===== src/rtl/nco_pkg.sv =====
// Shared NCO constants and wave loader types, so the loader and the NCO agree on RAM geometry.
package nco_pkg;

  localparam int          NCO_ADDR_WIDTH = 12;
  localparam int          NCO_DEPTH      = 4096;
  localparam logic [7:0]  NCO_SYNC_BYTE  = 8'hA5;

  typedef enum logic [2:0] {
    S_IDLE   = 3'd0,
    S_LEN_HI = 3'd1,
    S_LEN_LO = 3'd2,
    S_DATA   = 3'd3,
    S_CHK    = 3'd4
  } wave_load_state_t;

  localparam logic [1:0] ERR_NONE    = 2'd0;
  localparam logic [1:0] ERR_LEN     = 2'd1;
  localparam logic [1:0] ERR_CHK     = 2'd2;
  localparam logic [1:0] ERR_TIMEOUT = 2'd3;

endpackage


===== src/rtl/wave_loader_if.sv =====
// Byte stream in, waveform RAM write port and frame status out.
// master: the loader side. slave: the UART / NCO / register-file side.
interface wave_loader_if import nco_pkg::*; #(
  parameter int ADDR_WIDTH = NCO_ADDR_WIDTH
);
  logic [7:0]            rx_data_i;
  logic                  rx_valid_i;
  logic [7:0]            wave_data_o;
  logic [ADDR_WIDTH-1:0] wave_addr_o;
  logic                  wave_load_en_o;
  logic                  busy_o;
  logic                  done_o;
  logic                  err_o;
  logic [1:0]            err_code_o;
  logic                  table_valid_o;

  modport master (
    input  rx_data_i, rx_valid_i,
    output wave_data_o, wave_addr_o, wave_load_en_o,
    output busy_o, done_o, err_o, err_code_o, table_valid_o
  );

  modport slave (
    output rx_data_i, rx_valid_i,
    input  wave_data_o, wave_addr_o, wave_load_en_o,
    input  busy_o, done_o, err_o, err_code_o, table_valid_o
  );
endinterface


===== src/rtl/wave_loader.sv =====
// Parses SYNC/LEN_HI/LEN_LO/data/CHK frames and writes the data into the NCO waveform RAM.
module wave_loader import nco_pkg::*; #(
  parameter int         ADDR_WIDTH     = NCO_ADDR_WIDTH,
  parameter int         DEPTH          = NCO_DEPTH,
  parameter logic [7:0] SYNC_BYTE      = NCO_SYNC_BYTE,
  parameter int         TIMEOUT_CYCLES = 5_000_000
) (
  input logic             clk,
  input logic             rst_n,
  wave_loader_if.master   bus
);

  localparam int          GAP_W   = $clog2(TIMEOUT_CYCLES);
  localparam logic [16:0] DEPTH_L = 17'(DEPTH);
  // gap_q counts idle edges since the last byte; the edge that would bring it to
  // TIMEOUT_CYCLES-1 is the expiry edge.
  localparam logic [GAP_W-1:0] GAP_LAST = GAP_W'(TIMEOUT_CYCLES - 2);

  wave_load_state_t      state_q, state_d;
  logic [7:0]            len_hi_q, len_hi_d;
  logic [15:0]           rem_q, rem_d;
  logic [ADDR_WIDTH-1:0] addr_q, addr_d;
  logic [7:0]            xor_q, xor_d;
  logic [GAP_W-1:0]      gap_q, gap_d;
  logic [7:0]            wdata_q, wdata_d;
  logic [ADDR_WIDTH-1:0] waddr_q, waddr_d;
  logic                  we_q, we_d;
  logic                  done_q, done_d;
  logic                  err_q, err_d;
  logic [1:0]            code_q, code_d;
  logic                  valid_q, valid_d;

  logic [7:0]  rx_data;
  logic        rx_valid;
  logic [15:0] len_w;
  logic        expire;

  assign rx_data  = bus.rx_data_i;
  assign rx_valid = bus.rx_valid_i;
  assign len_w    = {len_hi_q, rx_data};
  // A byte in the expiry cycle wins, so expiry is qualified with !rx_valid.
  assign expire   = (state_q != S_IDLE) && !rx_valid && (gap_q == GAP_LAST);

  // Frame parser: next state, counters, RAM write and status pulses.
  always_comb begin
    state_d  = state_q;
    len_hi_d = len_hi_q;
    rem_d    = rem_q;
    addr_d   = addr_q;
    xor_d    = xor_q;
    wdata_d  = wdata_q;
    waddr_d  = waddr_q;
    we_d     = 1'b0;
    done_d   = 1'b0;
    err_d    = 1'b0;
    code_d   = code_q;
    valid_d  = valid_q;
    gap_d    = (state_q == S_IDLE || rx_valid) ? '0 : gap_q + GAP_W'(1);

    if (rx_valid) begin
      case (state_q)
        S_IDLE: begin
          if (rx_data == SYNC_BYTE) begin
            state_d = S_LEN_HI;
            code_d  = ERR_NONE;
            xor_d   = 8'h00;
          end
        end
        S_LEN_HI: begin
          len_hi_d = rx_data;
          state_d  = S_LEN_LO;
        end
        S_LEN_LO: begin
          if (len_w == 16'd0 || 17'(len_w) > DEPTH_L) begin
            err_d   = 1'b1;
            code_d  = ERR_LEN;
            state_d = S_IDLE;
          end else begin
            valid_d = 1'b0;
            addr_d  = '0;
            rem_d   = len_w;
            state_d = S_DATA;
          end
        end
        S_DATA: begin
          wdata_d = rx_data;
          waddr_d = addr_q;
          we_d    = 1'b1;
          xor_d   = xor_q ^ rx_data;
          addr_d  = addr_q + ADDR_WIDTH'(1);
          rem_d   = rem_q - 16'd1;
          if (rem_q == 16'd1) state_d = S_CHK;
        end
        S_CHK: begin
          if (rx_data == xor_q) begin
            done_d  = 1'b1;
            valid_d = 1'b1;
          end else begin
            err_d  = 1'b1;
            code_d = ERR_CHK;
          end
          state_d = S_IDLE;
        end
        default: state_d = S_IDLE;
      endcase
    end else if (expire) begin
      err_d   = 1'b1;
      code_d  = ERR_TIMEOUT;
      state_d = S_IDLE;
    end
  end

  // State and output registers; reset abandons any frame in flight.
  always_ff @(posedge clk or negedge rst_n) begin
    if (!rst_n) begin
      state_q  <= S_IDLE;
      len_hi_q <= '0;
      rem_q    <= '0;
      addr_q   <= '0;
      xor_q    <= '0;
      gap_q    <= '0;
      wdata_q  <= '0;
      waddr_q  <= '0;
      we_q     <= 1'b0;
      done_q   <= 1'b0;
      err_q    <= 1'b0;
      code_q   <= ERR_NONE;
      valid_q  <= 1'b0;
    end else begin
      state_q  <= state_d;
      len_hi_q <= len_hi_d;
      rem_q    <= rem_d;
      addr_q   <= addr_d;
      xor_q    <= xor_d;
      gap_q    <= gap_d;
      wdata_q  <= wdata_d;
      waddr_q  <= waddr_d;
      we_q     <= we_d;
      done_q   <= done_d;
      err_q    <= err_d;
      code_q   <= code_d;
      valid_q  <= valid_d;
    end
  end

  assign bus.wave_data_o    = wdata_q;
  assign bus.wave_addr_o    = waddr_q;
  assign bus.wave_load_en_o = we_q;
  assign bus.busy_o         = (state_q != S_IDLE);
  assign bus.done_o         = done_q;
  assign bus.err_o          = err_q;
  assign bus.err_code_o     = code_q;
  assign bus.table_valid_o  = valid_q;

endmodule

===== src/flat_wrapper.sv =====
// flat-port wrapper written by rule: the top's interface ports become plain ports
module wave_loader_flat import nco_pkg::*;
#(
  parameter int         ADDR_WIDTH     = NCO_ADDR_WIDTH,
  parameter int         DEPTH          = NCO_DEPTH,
  parameter logic [7:0] SYNC_BYTE      = NCO_SYNC_BYTE,
  parameter int         TIMEOUT_CYCLES = 5_000_000
)
  (clk, rst_n, bus_rx_data_i, bus_rx_valid_i, bus_wave_data_o, bus_wave_addr_o, bus_wave_load_en_o, bus_busy_o, bus_done_o, bus_err_o, bus_err_code_o, bus_table_valid_o);
  wave_loader_if #(.ADDR_WIDTH(ADDR_WIDTH)) bus_i ();
  input logic clk;
  input logic rst_n;
  input wire logic [$bits(bus_i.rx_data_i)-1:0] bus_rx_data_i;
  input wire logic [$bits(bus_i.rx_valid_i)-1:0] bus_rx_valid_i;
  output wire logic [$bits(bus_i.wave_data_o)-1:0] bus_wave_data_o;
  output wire logic [$bits(bus_i.wave_addr_o)-1:0] bus_wave_addr_o;
  output wire logic [$bits(bus_i.wave_load_en_o)-1:0] bus_wave_load_en_o;
  output wire logic [$bits(bus_i.busy_o)-1:0] bus_busy_o;
  output wire logic [$bits(bus_i.done_o)-1:0] bus_done_o;
  output wire logic [$bits(bus_i.err_o)-1:0] bus_err_o;
  output wire logic [$bits(bus_i.err_code_o)-1:0] bus_err_code_o;
  output wire logic [$bits(bus_i.table_valid_o)-1:0] bus_table_valid_o;
  assign bus_i.rx_data_i = bus_rx_data_i;
  assign bus_i.rx_valid_i = bus_rx_valid_i;
  assign bus_wave_data_o = bus_i.wave_data_o;
  assign bus_wave_addr_o = bus_i.wave_addr_o;
  assign bus_wave_load_en_o = bus_i.wave_load_en_o;
  assign bus_busy_o = bus_i.busy_o;
  assign bus_done_o = bus_i.done_o;
  assign bus_err_o = bus_i.err_o;
  assign bus_err_code_o = bus_i.err_code_o;
  assign bus_table_valid_o = bus_i.table_valid_o;
  wave_loader #(.ADDR_WIDTH(ADDR_WIDTH), .DEPTH(DEPTH), .SYNC_BYTE(SYNC_BYTE), .TIMEOUT_CYCLES(TIMEOUT_CYCLES)) u_core (.clk(clk), .rst_n(rst_n), .bus(bus_i));
endmodule

===== config.mk =====
export PLATFORM = sky130hd
export DESIGN_NAME = wave_loader_flat
export DESIGN_NICKNAME = d
export VERILOG_FILES = /design/src/rtl/nco_pkg.sv /design/src/rtl/wave_loader_if.sv /design/src/rtl/wave_loader.sv /design/src/flat_wrapper.sv
export SDC_FILE = /design/constraint.sdc
export NUM_CORES = 1
export LEC_CHECK = 0
export CAP_MARGIN = 20
export CELL_PAD_IN_SITES_DETAIL_PLACEMENT = 0
export CELL_PAD_IN_SITES_GLOBAL_PLACEMENT = 1
export CORE_MARGIN = 1
export CORE_UTILIZATION = 31
export CTS_CLUSTER_DIAMETER = 200
export DETAILED_ROUTE_END_ITERATION = 8
export PLACE_DENSITY_LB_ADDON = 0.1
export SLEW_MARGIN = 10
export SYNTH_ARGS = -nofsm -noshare
export SYNTH_HDL_FRONTEND = slang
export SYNTH_SLANG_ARGS = --single-unit

===== constraint.sdc =====
create_clock -name clk -period 2.4 [get_ports clk]
set_clock_uncertainty 0.2 [all_clocks]
set_input_delay 0.24 -clock clk [delete_from_list [all_inputs] [get_ports clk]]
set_output_delay 0.24 -clock clk [all_outputs]
set_load 0.02 [all_outputs]

Word level (Yosys, flattened, before mapping)
Cells that the tools add are included.
W data, S select, Z words.
{"block": "word_totals", "register_bits": 96, "inputBits": 11}
{"block": "op_classes", "addsub": 3, "n_lt_le_gt_ge": 1, "n_eq_ne": 16, "mux": 32, "bitwise": 1, "reduce_logical": 19}
{"cell": "$pmux W16 S2", "n": 1}
{"cell": "$pmux W12 S2", "n": 1}
{"cell": "$add A23 B1 Y23 const B", "n": 1}
{"cell": "$eq A23 B23 Y1 const B", "n": 1}
{"cell": "$mux W23", "n": 1}
{"cell": "$eq A16 B1 Y1 const B", "n": 1}
{"cell": "$gt A16 B13 Y1 const B", "n": 1}
{"cell": "$logic_not A16 Y1", "n": 1}
{"cell": "$mux W16", "n": 1}
{"cell": "$pmux W8 S2", "n": 1}
{"cell": "$sub A16 B1 Y16 const B", "n": 1}
{"cell": "$add A12 B1 Y12 const B", "n": 1}
{"cell": "$mux W12", "n": 1}
{"cell": "$mux W2", "n": 6}
{"cell": "$mux W3", "n": 4}
{"cell": "$pmux W3 S4", "n": 1}
{"cell": "$mux W1", "n": 11}
{"cell": "$reduce_and A3 Y1", "n": 3}
{"cell": "$eq A8 B8 Y1", "n": 1}
{"cell": "$eq A8 B8 Y1 const B", "n": 1}
{"cell": "$mux W8", "n": 1}
{"cell": "$reduce_bool A2 Y1", "n": 4}
{"cell": "$xor A8 B8 Y8", "n": 1}
{"cell": "$eq A3 B2 Y1 const B", "n": 2}
{"cell": "17 further kinds", "n": 24}

Longest topological paths before layout
{"block": "depth", "ltp_word": 5, "mapped_depth": 8}

Worst setup path before layout
Ideal clock, no wire load.
{"block": "synth_timing", "path_type": "reg-to-reg", "startpoint": "reg u_core.state_q[0]", "endpoint": "reg u_core.state_q[2]", "setup_ps": 128, "arrival_time_ps": 1729, "setup_slack_ps": 343, "stages_incl_launch_ff": 7, "period_less_slack_ps": 2057, "cell_sequence": "dfrtp_1 > or3_1 > nand2_1 > nand4b_1 > and2_1 > nor2_1 > mux2_1"}
{"block": "synth_between", "elab_chain_len": 5, "word_cells_on_any_way": 13, "classes_between": "5 x eq/ne; 2 x mux; 6 x reduce/logical"}
{"item": "start, declared", "line": "wave_loader.sv:19", "rtl": "wave_load_state_t state_q, state_d;"}
{"item": "start signal, assigned", "line": "wave_loader.sv:130", "rtl": "state_q <= state_d;"}
{"item": "$reduce_bool A3 Y1"}
{"item": "net bus_busy_o", "line": "flat_wrapper.sv:18", "rtl": "output wire logic [$bits(bus_i.busy_o)-1:0] bus_busy_o;"}
{"item": "$logic_and A1 B1 Y1 (2 in series)", "line": "wave_loader.sv:42", "rtl": "assign expire = (state_q != S_IDLE) && !rx_valid && (gap_q == GAP_LAST);"}
{"item": "$reduce_bool A2 Y1 (no line)"}
{"item": "$reduce_and A3 Y1 (no line)"}
The timed path passes the listed nets, and every way through them passes these cells.
A chain may end at the register's enable or synchronous reset.

Final worst setup path
{"block": "layout_timing", "startpoint": "reg u_core.rem_q[6]", "endpoint": "reg u_core.state_q[2]"}
{"block": "layout_between", "elab_chain_len": 3}
{"item": "start, declared", "line": "wave_loader.sv:21", "rtl": "logic [15:0] rem_q, rem_d;"}
{"item": "start signal, assigned", "line": "wave_loader.sv:132", "rtl": "rem_q <= rem_d;"}
{"item": "$eq A16 B1 Y1", "line": "wave_loader.sv:92", "rtl": "if (rem_q == 16'd1) state_d = S_CHK;"}
{"item": "$ne A3 B2 Y1 (no line)"}
{"item": "$reduce_and A3 Y1 (no line)"}
Every way passes these cells.

==> results.txt <==
----------------------------------------------------
[Detailed routing]
  Number of vias after detailed routing ... slightly below 4000
  Via/cell ratio ... around 5.0
  DRT Wirelength ... 12200 um
  DR iter-0 viols ... roughly 190
  Remaining antenna violation count ... 0
  Number of design rule violations left after detail routing ... 0
  Wire per inst ... between 15 and 20 um
  First-pass DRT Iterations ... 5

[Layout]
  Layout Cell Area excl Fill ... between 6000 and 7000 um2
  Ant. Diodes ... 0
  Highest-count cells in the layout ignoring fill and taps ... 97 x sky130_fd_sc_hd__nand2_1, 96 x sky130_fd_sc_hd__dfrtp_1, 49 x sky130_fd_sc_hd__nor2_1
  Fin nets ... 597
  Area growth syn-to-layout ... 25.2%
  Final Instance Count excl. Fillers ... between 700 and 800
  Ratio of cells with drive above 1 in the final layout ... between 10 and 15%
  Most common library cell in the layout ignoring fill and taps ... sky130_fd_sc_hd__nand2_1
  Fraction of the core area covered by cells at the end of the flow ... 39.6%

[Power and ir drop]
  Total power ... approximately 6.0 mW
  Peak supply drop ... about 0.56 mV
  Power per cell area ... roughly 1000 nW/um2
  Leak ... 2.57 nW

[STA]
  Crit path setup slack, layout ... ~0.12 ns
  Setup repair after global routing missed its margin ... false
  Rel. slew slack ... between 50% and 60%
  Final setup vio count ... 0
  Pin slew with the least headroom to its limit ... approximately 0.64 ns
  Number of slew-limit violations in the final report ... 0
  Min cycle time layout ... roughly 2.3 ns
  Maximum achievable frequency ... 0.439 GHz
  Final setup TNS ... 0 ns
  Final hold violation count ... 0
  Final Cycle Share ... 94.9%
  Worst hold margin ... between 0.2 and 0.25 ns

[Floorplan]
  Rows ... 45
  Initial standard-cell utilization of the core ... 31.7%
  Die span in x ... about 130 um
  DIE AREA ... between 15000 and 20000 um2
  Count of pins on the block boundary ... 38
  Die outline height ... 127 um
  Placeable Area ... roughly 15000 um2

[Clock tree]
  Number of post-CTS setup repair buffers ... 0
  CTS Buf Count ... 9
  Number of clock sinks ... 96
  Clock input transition at the sequential cells of the worst setup and hold paths ... 0.07 ns
  H-tree levels ... 3
  TritonCTS clock tree ... done
  Buffer type at the clock tree root ... sky130_fd_sc_hd__clkbuf_16
  Source-to-sink clock delay at the later pin of the worst-skew pair ... between 0.3 and 0.4 ns
  Clk buf depth ... 2

[Setup path]
  Worst Path Max Fanout ... 4
  Arr. time, crit path ... between 2 and 2.5 ns
  Cell count of the worst reg-to-reg path ... 5
  Worst Setup Start Kind ... flop
  Req. time, crit path ... about 2.4 ns
  Crit. End Element ... flop
  Setup Crit Path Kind ... reg -> reg

[GRT]
  Vias in the first global route ... slightly below 4000
  Pin count of the biggest net entering global routing ... 48
  Wire length of the first global-routing pass ... approximately 20000 um
  Global router's overall resource usage ... between 10% and 20%
  Overflow after GRT ... 0
  Antenna violations before repair ... 0

[Placed design]
  Final Wtd Congestion ... 0.779
  HPWL Detailed ... 8630 um
  Placed cell count ... about 760
  Placed cell areas ... 5670 um2
  # port buffers ... 37
  Post-Place Setup Slack ... -0.202 ns

[Run]
  Max-capacitance violation count ... 0

[Synthesis]
  Total standard cell area after synthesis ... around 4800 um2
  Number of enable-type register cells in the synthesized netlist ... 0
  Number of distinct library cells after synthesis ... 55
  Predominant post-synthesis flop cell ... sky130_fd_sc_hd__dfrtp_1
  Syn Area/Cell ... 9.40 um2
  Share of the yosys chip area belonging to registers ... roughly half
  Synthesis warning total ... 0
  Post-synth ARST share ... 100%
  Net count after synthesis ... approximately 530
  Flip-flop and latch count after synthesis ... 96
  Post-Syn Instances ... around 510

[Run status]
  Status ... complete, no violations

[Worst hold path]
  Type of the tightest min-delay check ... in -> async

----------------------------------------------------
cell families after synthesis:
logic type               Yosys count  synth area share [%]
AND/OR/NAND/NOR                  243                  26.5
flip-flops                        96                  49.9
AO/OA/AOI/OAI                     98                  11.7
multiplexers                       8                  1.87
XOR/XNOR                          33                  6.00
buffers and inverters             29                  2.75
adder cells (fa/ha/maj)            5                  1.30
power breakdown:
group          switching [mW]  leakage, nW  internal [mW]
Combinational            1.08         1.15          0.889
Clock                   0.624        0.162           1.01
Sequential              0.409         1.26           2.03
flip-flops by register name, summed over array words and instances (netlist names):
signal	cells
u_core.bus.wave_load_en_o	1
u_core.bus.table_valid_o	1
u_core.state_q	3
u_core.bus.wave_addr_o	12
u_core.xor_q	8
u_core.bus.err_code_o	2
u_core.bus.done_o	1
u_core.len_hi_q	8
u_core.bus.err_o	1
u_core.gap_q	23
u_core.addr_q	12
u_core.bus.wave_data_o	8
u_core.rem_q	16
area by class of cell:
type | count | area [um2]
Fill cell | 1547 | 9180
Sequential cell | 96 | 2400
Multi-Input combinational cell | 387 | 2290
Timing Repair Buffer | 79 | 736
Tap cell | 188 | 235
Clock buffer | 10 | 229
Clock inverter | 6 | 108
Inverter | 8 | 30.0
layer usage:
| metal | GRT usage (%) | routed length (um) | up-vias | share of wire, % |
|---|---|---|---|---|
| li1 | - | - | 1929 | - |
| met1 | 20.7 | 5730 | 1864 | 47 |
| met2 | 27.1 | 5790 | 70 | 48 |
| met3 | 4.51 | 466 | 12 | 3.8 |
| met4 | 5.60 | 174 | 0 | 1.4 |
| met5 | 0 | 0 | - | 0 |
timing repair:
action | in CTS | in global routing
resized for setup | 0 | 1
endpoints found under the setup margin | 0 | 5
endpoints found under the hold margin | 44 | 0
hold buffers | 1 | 0
path summary, 6_finish.rpt:
check,startpoint,end,slack (ns)
hold reg to reg,u_core.bus.wave_addr_o[9]$_DFFE_PN0P_,u_core.bus.wave_addr_o[9]$_DFFE_PN0P_,0.27
max in group asynchronous,rst_n,u_core.rem_q[10]$_DFFE_PN0P_,1.10
min in group clk,u_core.bus.wave_addr_o[9]$_DFFE_PN0P_,u_core.bus.wave_addr_o[9]$_DFFE_PN0P_,0.27
setup / recovery,u_core.rem_q[6]$_DFFE_PN0P_,u_core.state_q[2]$_DFFE_PN0P_,0.12
setup reg to reg,u_core.rem_q[6]$_DFFE_PN0P_,u_core.state_q[2]$_DFFE_PN0P_,0.12
hold / removal,rst_n,u_core.gap_q[12]$_DFF_PN0_,0.23
cells in the mapped netlist, types with 6 or more instances:
library cell / n / area (um2)
sky130_fd_sc_hd__a21oi_1: 35 / 175
sky130_fd_sc_hd__and3_1: 6 / 37.5
sky130_fd_sc_hd__buf_2: 7 / 35.0
sky130_fd_sc_hd__clkbuf_1: 10 / 37.5
sky130_fd_sc_hd__dfrtp_1: 96 / 2400
sky130_fd_sc_hd__inv_1: 7 / 26.3
sky130_fd_sc_hd__mux2_2: 7 / 78.8
sky130_fd_sc_hd__nand2_1: 97 / 364
sky130_fd_sc_hd__nand3_1: 16 / 80.1
sky130_fd_sc_hd__nand4_1: 12 / 75.1
sky130_fd_sc_hd__nor2_1: 49 / 184
sky130_fd_sc_hd__nor4_1: 6 / 37.5
sky130_fd_sc_hd__o21ai_0: 32 / 160
sky130_fd_sc_hd__o21ai_1: 11 / 55.1
sky130_fd_sc_hd__or3_1: 9 / 56.3
sky130_fd_sc_hd__xnor2_1: 20 / 175
sky130_fd_sc_hd__xor2_1: 13 / 114
critical path, stage by stage, from the launching register on:
cell and delay, ns:
sky130_fd_sc_hd__dfrtp_1 0.41, sky130_fd_sc_hd__or4_1 0.59, sky130_fd_sc_hd__nor2_1 0.27, sky130_fd_sc_hd__a31oi_1 0.18
sky130_fd_sc_hd__nor2_1 0.18, sky130_fd_sc_hd__mux2_1 0.34
No activity file was read; power rests on OpenSTA's default activity.
